File: src/rtl/hold_pkg.sv
// Shared types and helpers for the hold_detector button front end.
// Used by hold_channel and hold_detector. The optional auto-repeat
// feature is enabled by defining HOLD_REPEAT_EN.
package hold_pkg;

    // Largest number of channels one hold_detector may carry.
    localparam int MAX_CH = 32;

    // Per-channel press classifier states.
    typedef enum logic [1:0] {
        IDLE    = 2'd0,
        PRESSED = 2'd1,
        HELD    = 2'd2
    } hold_state_t;

    // Convert a duration in milliseconds to clock cycles.
    function automatic int ms_to_cyc(input int clk_hz, input int ms);
        return clk_hz / 1000 * ms;
    endfunction

    // Counter width wide enough for the largest of the three cycle counts.
    function automatic int cnt_width(input int deb_cyc, input int hold_cyc, input int rep_cyc);
        int m;
        m = deb_cyc;
        if (hold_cyc > m) m = hold_cyc;
        if (rep_cyc > m) m = rep_cyc;
        return $clog2(m) + 1;
    endfunction

endpackage

File: src/rtl/hold_channel.sv
// One button channel: 2-FF synchroniser, debounce filter and the
// short/long press classifier. Define HOLD_REPEAT_EN to make long_o
// re-pulse every REP_CYC cycles while the button stays held.
module hold_channel
    import hold_pkg::*;
#(
    parameter int DEB_CYC     = 3,
    parameter int HOLD_CYC    = 10,
`ifdef HOLD_REPEAT_EN
    parameter int REP_CYC     = 4,
`endif
    parameter int CNT_W       = 5,
    parameter int ACTIVE_HIGH = 1
) (
    input  logic clk,
    input  logic rst_n,
    input  logic btn_raw,
    output logic press_o,
    output logic short_o,
    output logic long_o,
    output logic held_o
);

    // Pin level when the button is released; also the synchroniser reset
    // value so that reset never looks like a press.
    localparam logic             IDLE_LVL  = (ACTIVE_HIGH == 0) ? 1'b1 : 1'b0;
    localparam logic [CNT_W-1:0] DEB_LAST  = CNT_W'(DEB_CYC - 1);
    localparam logic [CNT_W-1:0] HOLD_LAST = CNT_W'(HOLD_CYC - 1);
    localparam logic [CNT_W-1:0] CNT_MAX   = '1;
`ifdef HOLD_REPEAT_EN
    localparam logic [CNT_W-1:0] REP_LAST  = CNT_W'(REP_CYC - 1);
`endif

    logic             sync1_q, sync1_d;
    logic             sync2_q, sync2_d;
    logic             s;
    logic             deb_q, deb_d;
    logic [CNT_W-1:0] deb_cnt_q, deb_cnt_d;
    logic             rise, fall;

    hold_state_t      state_q, state_d;
    logic [CNT_W-1:0] hold_cnt_q, hold_cnt_d;
    logic             short_q, short_d;
    logic             long_q, long_d;
    logic             held_q, held_d;
`ifdef HOLD_REPEAT_EN
    logic [CNT_W-1:0] rep_cnt_q, rep_cnt_d;
`endif

    // Synchroniser and debounce next-state: the debounced level flips once
    // the synchronised level has disagreed with it for DEB_CYC cycles.
    always_comb begin
        sync1_d   = btn_raw;
        sync2_d   = sync1_q;
        s         = sync2_q ^ IDLE_LVL;
        deb_d     = deb_q;
        deb_cnt_d = '0;
        if (s != deb_q) begin
            if (deb_cnt_q >= DEB_LAST) begin
                deb_d     = ~deb_q;
                deb_cnt_d = '0;
            end else begin
                deb_cnt_d = (deb_cnt_q == CNT_MAX) ? deb_cnt_q : deb_cnt_q + CNT_W'(1);
            end
        end
        rise = deb_d & ~deb_q;
        fall = ~deb_d & deb_q;
    end

    // Synchroniser and debounce registers.
    always_ff @(posedge clk or negedge rst_n) begin
        if (!rst_n) begin
            sync1_q   <= IDLE_LVL;
            sync2_q   <= IDLE_LVL;
            deb_q     <= 1'b0;
            deb_cnt_q <= '0;
        end else begin
            sync1_q   <= sync1_d;
            sync2_q   <= sync2_d;
            deb_q     <= deb_d;
            deb_cnt_q <= deb_cnt_d;
        end
    end

    // Classifier next-state; a release always beats a hold/repeat event.
    always_comb begin
        state_d    = state_q;
        hold_cnt_d = hold_cnt_q;
        short_d    = 1'b0;
        long_d     = 1'b0;
`ifdef HOLD_REPEAT_EN
        rep_cnt_d  = rep_cnt_q;
`endif
        case (state_q)
            IDLE: begin
                if (rise && !fall) begin
                    state_d    = PRESSED;
                    hold_cnt_d = '0;
                end
            end
            PRESSED: begin
                if (fall) begin
                    state_d = IDLE;
                    short_d = 1'b1;
                end else if (hold_cnt_q >= HOLD_LAST) begin
                    state_d   = HELD;
                    long_d    = 1'b1;
`ifdef HOLD_REPEAT_EN
                    rep_cnt_d = '0;
`endif
                end else begin
                    hold_cnt_d = (hold_cnt_q == CNT_MAX) ? hold_cnt_q : hold_cnt_q + CNT_W'(1);
                end
            end
            HELD: begin
                if (fall) begin
                    state_d = IDLE;
                end
`ifdef HOLD_REPEAT_EN
                else if (rep_cnt_q >= REP_LAST) begin
                    long_d    = 1'b1;
                    rep_cnt_d = '0;
                end else begin
                    rep_cnt_d = (rep_cnt_q == CNT_MAX) ? rep_cnt_q : rep_cnt_q + CNT_W'(1);
                end
`endif
            end
            default: state_d = IDLE;
        endcase
        held_d = (state_d == HELD);
    end

    // Classifier FSM with registered event/level outputs.
    always_ff @(posedge clk or negedge rst_n) begin
        if (!rst_n) begin
            state_q    <= IDLE;
            hold_cnt_q <= '0;
            short_q    <= 1'b0;
            long_q     <= 1'b0;
            held_q     <= 1'b0;
`ifdef HOLD_REPEAT_EN
            rep_cnt_q  <= '0;
`endif
        end else begin
            state_q    <= state_d;
            hold_cnt_q <= hold_cnt_d;
            short_q    <= short_d;
            long_q     <= long_d;
            held_q     <= held_d;
`ifdef HOLD_REPEAT_EN
            rep_cnt_q  <= rep_cnt_d;
`endif
        end
    end

    assign press_o = deb_q;
    assign short_o = short_q;
    assign long_o  = long_q;
    assign held_o  = held_q;

endmodule

File: src/rtl/hold_detector.sv
// Multi-channel press/hold detector: N_CH independent hold_channel
// instances sharing one timing configuration. Define HOLD_REPEAT_EN to
// enable auto-repeat of long_o while a button stays held.
module hold_detector
    import hold_pkg::*;
#(
    parameter int N_CH        = 4,
    parameter int CLK_HZ      = 50_000_000,
    parameter int DEBOUNCE_MS = 20,
    parameter int HOLD_MS     = 5000,
    parameter int REPEAT_MS   = 500,
    parameter int ACTIVE_HIGH = 1
) (
    input  logic            clk,
    input  logic            rst_n,
    input  logic [N_CH-1:0] btn_raw,
    output logic [N_CH-1:0] press_o,
    output logic [N_CH-1:0] short_o,
    output logic [N_CH-1:0] long_o,
    output logic [N_CH-1:0] held_o
);

    localparam int DEB_CYC  = ms_to_cyc(CLK_HZ, DEBOUNCE_MS);
    localparam int HOLD_CYC = ms_to_cyc(CLK_HZ, HOLD_MS);
    localparam int REP_CYC  = ms_to_cyc(CLK_HZ, REPEAT_MS);
    localparam int CNT_W    = cnt_width(DEB_CYC, HOLD_CYC, REP_CYC);

    // Reject configurations that cannot be classified sensibly.
    if (N_CH < 1 || N_CH > MAX_CH) begin : g_bad_nch
        $error("hold_detector: N_CH must be 1..32");
    end
    if (DEB_CYC <= 0 || HOLD_CYC <= 0 || REP_CYC <= 0) begin : g_bad_cyc
        $error("hold_detector: derived cycle counts must be non-zero");
    end
    if (HOLD_CYC <= DEB_CYC) begin : g_bad_hold
        $error("hold_detector: hold time must exceed debounce time");
    end
    if (ACTIVE_HIGH != 0 && ACTIVE_HIGH != 1) begin : g_bad_pol
        $error("hold_detector: ACTIVE_HIGH must be 0 or 1");
    end

    for (genvar gi = 0; gi < N_CH; gi++) begin : g_ch
        hold_channel #(
            .DEB_CYC     (DEB_CYC),
            .HOLD_CYC    (HOLD_CYC),
`ifdef HOLD_REPEAT_EN
            .REP_CYC     (REP_CYC),
`endif
            .CNT_W       (CNT_W),
            .ACTIVE_HIGH (ACTIVE_HIGH)
        ) u_ch (
            .clk     (clk),
            .rst_n   (rst_n),
            .btn_raw (btn_raw[gi]),
            .press_o (press_o[gi]),
            .short_o (short_o[gi]),
            .long_o  (long_o[gi]),
            .held_o  (held_o[gi])
        );
    end

endmodule
File: config.mk
export PLATFORM = sky130hd
export DESIGN_NAME = hold_detector
export DESIGN_NICKNAME = d
export VERILOG_FILES = /design/src/rtl/hold_pkg.sv /design/src/rtl/hold_channel.sv /design/src/rtl/hold_detector.sv
export SDC_FILE = /design/constraint.sdc
export NUM_CORES = 1
export LEC_CHECK = 0
export CAP_MARGIN = 25
export CORE_MARGIN = 3
export CORE_UTILIZATION = 63
export CTS_BUF_LIST = sky130_fd_sc_hd__clkbuf_8 sky130_fd_sc_hd__clkbuf_16
export DETAILED_ROUTE_END_ITERATION = 10
export MAX_ROUTING_LAYER = met4
export PLACE_DENSITY = 0.77
export SYNTH_ARGS = -nofsm -noshare
export SYNTH_HDL_FRONTEND = slang
export SYNTH_HIERARCHICAL = 1
export SYNTH_SLANG_ARGS = --single-unit
File: constraint.sdc
create_clock -name clk -period 2.62 [get_ports clk]
set_input_delay 0.524 -clock clk [delete_from_list [all_inputs] [get_ports clk]]
set_output_delay 0.524 -clock clk [all_outputs]
set_load 0.02 [all_outputs]
# After elaboration in Yosys (flattened, before gate mapping)
# Cells that the tools add are included.
[word_totals]
regBits = 264
elab_cells = 212
[op_classes]
muxes = 80
bitwise = 16
reduce_logical = 20
add_sub_neg = 8
magnitude_cmp = 8
n_eq_ne = 44
[op_table]
columns = ["operator", "n"]
rows = [
  ["$mux W29", 28],
  ["$add A29 B1 Y29 const B", 8],
  ["$eq A29 B29 Y1 const B", 8],
  ["$pmux W29 S2", 4],
  ["$ge A29 B20 Y1 const B", 4],
  ["$ge A29 B28 Y1 const B", 4],
  ["$mux W2", 16],
  ["$mux W1", 28],
  ["$ne A2 B2 Y1 const B", 12],
  ["$pmux W2 S3", 4],
  ["$reduce_and A5 Y1", 4],
  ["$eq A2 B2 Y1 const B", 8],
  ["$ne A3 B3 Y1 const B", 4],
  ["$and A1 B1 Y1", 8],
  ["$eq A2 B1 Y1 const B", 4],
  ["$logic_not A2 Y1", 4],
  ["$ne A2 B1 Y1 const B", 4],
  ["$not A1 Y1", 8],
  ["$reduce_bool A2 Y1", 4],
  ["$logic_and A1 B1 Y1", 4],
  ["$logic_not A1 Y1", 4],
  ["$ne A1 B1 Y1", 4],
]

# Logic depth before layout (Yosys ltp)
[depth]
depth_word = 10
depth_mapped = 9

# Cells and area by module
# Netlist, hierarchy kept.
[modules_own_cells]
columns = ["mod", "cells_each", "n_inst", "area_per_inst_um2"]
rows = [
  ["hold_channel at g_ch[0].u_ch ...", 348, 3, 3410.8],
  ["hold_channel at g_ch[3].u_ch", 380, 1, 3626.0],
]

# Least setup slack after synthesis
# No wires, ideal clock.
[synth_timing]
path_kind = "flip-flop to flip-flop"
from = "register g_ch[0].u_ch.deb_cnt_q[13]"
to = "register g_ch[0].u_ch.hold_cnt_q[22]"
required_time_ps = 2494
slack_ps = 404
path_stages_with_launch = 8
t_arrival_ps = 2090
period_less_slack_ps = 2216
path_cell_list = "dfrtp_1 or4b_1 nor3_1 a21oi_2 nor4_4 a21oi_2 buf_2 a221o_1"
[synth_between]
elab_chain_cells = 9
word_cells_on_any_way = 11
cone_classes = "order compare: 1; eq/ne: 2; mux: 2; bitwise: 3; reduce/logical: 3"
[synth_lines]
columns = ["item", "line", "source"]
rows = [
  ["start, declared", "hold_channel.sv:38", "logic [CNT_W-1:0] deb_cnt_q, deb_cnt_d;"],
  ["start signal, assigned", "hold_channel.sv:81", "deb_cnt_q <= deb_cnt_d;"],
  ["$ge A29 B20 Y1 (*)", "hold_channel.sv:59", "if (deb_cnt_q >= DEB_LAST) begin"],
  ["$mux W1 (*)", "hold_channel.sv:59", ""],
  ["$mux W1 (*)", "hold_channel.sv:58", "if (s != deb_q) begin"],
  ["$not A1 Y1", "hold_channel.sv:67", "fall = ~deb_d & deb_q;"],
  ["$and A1 B1 Y1", "hold_channel.sv:67", ""],
  ["$logic_not A1 Y1", "hold_channel.sv:96", "if (rise && !fall) begin"],
  ["$logic_and A1 B1 Y1", "hold_channel.sv:96", ""],
  ["$ne A2 B1 Y1 (no source line)", "n/a", ""],
  ["$reduce_and A5 Y1 (no source line) (*)", "n/a", ""],
  ["end signal, assigned", "hold_channel.sv:146", "hold_cnt_q <= hold_cnt_d;"],
  ["end, declared", "hold_channel.sv:42", "logic [CNT_W-1:0] hold_cnt_q, hold_cnt_d;"],
]
# Every way passes the cells marked *; elsewhere a longest branch is shown, timed or not.
# A chain may end at the register's enable or synchronous reset.

# Worst setup path after layout
[layout_timing]
from = "register g_ch[0].u_ch.deb_cnt_q[13]"
to = "register g_ch[0].u_ch.hold_cnt_q[5]"
# The elaborated chain is that of the path after synthesis.

==> results.md <==
- Syn Std Cell Area: 13,900 um2
- Fin. max-slew vios: 0
- GPL Wtd Cong: around 0.88
- Fmax: a little over 0.4 GHz
- Yosys warns: 6
- Worst Skew: a little over 20 ps
- Per-cell routed wire length: ~17 um
- Most frequent cell after synthesis: dfrtp_1
- Worst-path clk slew: about 70 ps
- Synth area leader: dfrtp_1
- Number of synthesized flops with an enable pin: 0
- Initial antenna violation count: 0
- R2r setup slk: roughly 160 ps
- Top_reg_cell synth: dfrtp_1
- Worst IR Drop VDD: between 0.5 and 0.6 mV
- Synth top area cells: dfrtp_1 (48%), nand2_1 (4.0%), nor2_1 (3.7%)
- PnR Total Power: a little under 10 mW
- WL final: 29,900 um
- Seq/Total Area, Yosys: about 48%
- CP top delay family: simple AND/OR/NAND/NOR gates
- H-tree depth: 1
- PwrDens: 631 nW/um2
- Post-route ant nets: 0
- Required time worst endpoint: 3030 ps
- CTS Root Buffer Type: clkbuf_16
- CP Depth: 7
- Die width: roughly 150 um
- CP startpoint: g_ch[0].u_ch/deb_cnt_q[13]
- Yosys cell types: around 90
- Yosys reg bits: ~260
- Crit Path Category: register to register
- Critical-path top delay cell: or4b_1
- GRT Overall Usage: about a quarter
- Die H: approximately 150 um
- CP Data Arrival Time: about 2900 ps
- Row count: 53
- Max clock buf depth: 3
- Worst path cell trace: or4b_1 > nor3_2 > a21oi_4 > nor4_4 > a21oi_2 > buf_12 > a221o_1
- Hold depth: 0
- Drt pass-1 iters: 5
- Placed wire-length estimate: between 15,000 and 20,000 um
- Worst Path Max Fanout: 18
- R2r startpoint: g_ch[0].u_ch/deb_cnt_q[13]
- Initial Util: approximately two thirds
- Reg-to-reg endpoint: g_ch[0].u_ch/hold_cnt_q[5]
- Ports: 22
- Critical path's largest stage delay: approximately 540 ps
- Synth-to-Final Area Change: 13.4%
- Lkg Pwr: 6.51 nW
- # setup viols final: 0
- Gr ovfl total: 0
- Slew margin rel.: between 30% and 40%
- # clock sinks: about 260
- CTS tree: yes
- Diodes inserted: 0
- Synth cell count leaders: dfrtp_1 (264), nand2_1 (149), nor2_1 (135)
- Asr flop ratio synth: 100%
- Status: completed
- Avg Synthesized Cell Area: around 9.7 um2
- Vias in the first global route: around 11,000
- Total CTS buffers: 28
- Buf/Inv on CP: 1
- Final Hold Viols: 0
- FF-to-FF path depth: 7
- Worst-Skew Late Latency: 550 ps
- First-pass GRT wire length: ~52,000 um
- Post-synth top area share: between 40 and 50%
- DR DRC count: 0
- Total core area: about 21,000 um2
- Startpoint Class: register
- Vias per inst: about 6.3
- Minimum clock period: about 2500 ps
- DRT iter0 DRCs: slightly above 700
- Vias post-DR: 11,300
- Max-Cap Viols: 0
- Port Buf Inserts: 21
- Crit. End Element: register
- Die area: 23,800 um2
- Hold Path Class: register to register
- Mapped Cells: between 1,000 and 1,500
- Largest net degree at the start of global routing: between 60 and 70
- # nets final: between 1,500 and 2,000
- Slew of the pin with the lowest slew margin: between 900 and 1000 ps
- Layout cell share with drive strength beyond 1: 11.1%
- Fin crit share: 93.8%
- Final setup TNS: 0 ps
- Final Util: about three quarters
- Critical Path Sink: g_ch[0].u_ch/hold_cnt_q[5]
- Setup Fix Bufs, Post-CTS: 0
-- cells by family (layout without fill, tap and decap cells) --
group	after synthesis	after routing	synth area share, %
multiplexers	13	13	1.00
other	4	36	0.108
XOR/XNOR	67	67	4.23
AO/OA/AOI/OAI	287	287	16.6
flip-flops	264	264	47.7
buffers and inverters	95	149	3.30
AND/OR/NAND/NOR	686	686	26.3
adder cells (fa/ha/maj)	8	8	0.722
-- metrics by stage --
stage	std cells	worst slack, ps	hold slack, ps	instance area [um2]
floorplan	1456	404	228	14000
global placement	1732	281	333	14600
detailed placement	1732	204	335	14600
CTS	1785	172	348	15700
global route	1785	-3.41	367	15700
finish	1785	164	347	15700
-- sequential cells by signal, summed over array words and instances (netlist names) --
name,cells
g_ch.u_ch/hold_cnt_q,116
g_ch.u_ch/held_o,4
g_ch.u_ch/state_q,8
g_ch.u_ch/s,4
g_ch.u_ch/press_o,4
g_ch.u_ch/short_o,4
g_ch.u_ch/long_o,4
g_ch.u_ch/deb_cnt_q,116
g_ch.u_ch/sync1_q,4
-- placed cells by master (no fill, tap or decap), types with 8 or more instances in the layout --
cell type          n
dfrtp_1          264
nand2_1          149
nor2_1           135
nand4_1           71
nand3_1           64
nor3_1            61
a31oi_1           45
xor2_1            44
buf_4             43
conb_1            36
and3_1            35
a221o_1           33
a21oi_1           31
nor4_1            31
clkbuf_16         28
inv_1             28
o21ai_0           25
xnor2_1           23
clkdlybuf4s50_1   20
and2_1            19
nand2b_1          17
and4_1            15
nor2b_1           15
o211ai_1          14
or3_1             13
o22a_1            12
a211oi_1          12
o21ai_1           11
a21o_1            10
nor3b_1            9
bufinv_16          8
nor4b_1            8
ha_1               8
-- worst min-delay path by stage --
stage	slack (ps)	end	from
after floorplan	230	g_ch[0].u_ch/deb_cnt_q[0]	rst_n
after global placement	330	g_ch[1].u_ch/s	g_ch[1].u_ch/sync1_q
after detailed placement	330	g_ch[1].u_ch/s	g_ch[1].u_ch/sync1_q
after CTS	350	g_ch[1].u_ch/s	g_ch[1].u_ch/sync1_q
after global routing	370	g_ch[1].u_ch/s	g_ch[1].u_ch/sync1_q
final	350	g_ch[1].u_ch/s	g_ch[1].u_ch/sync1_q
-- power by group --
part           leakage [nW]  switching, mW  internal, mW  total [mW]
logic                  2.44          0.660         0.381        1.04
clock network         0.527           1.64          2.80        4.44
registers              3.55          0.186          4.25        4.44
-- area by class of cell --
cell class,instances,area [um2]
clock buffers,30,728
flip-flops and latches,264,6610
well taps,275,344
fillers,1499,5580
clock inverters,22,330
multi-input cells,1097,6940
inverters,26,97.6
repair buffers,71,668
-- layer usage --
layer,share of wire (%),track usage (%),up-vias
met4,2.4,7.57,0
met1,45,35.1,5492
met5,0,-,-
met3,4.4,2.88,71
li1,-,-,5420
met2,48,42.2,302
-- what timing repair did --
| action | 4_1_cts | 5_1_grt |
|---|---|---|
| resized for setup | 0 | 4 |
| setup endpoints to repair | 0 | 10 |
| hold buffers | 1 | 0 |
| endpoints found under the hold margin | 56 | 0 |
Note: power is estimated with default switching activity, not from simulation.
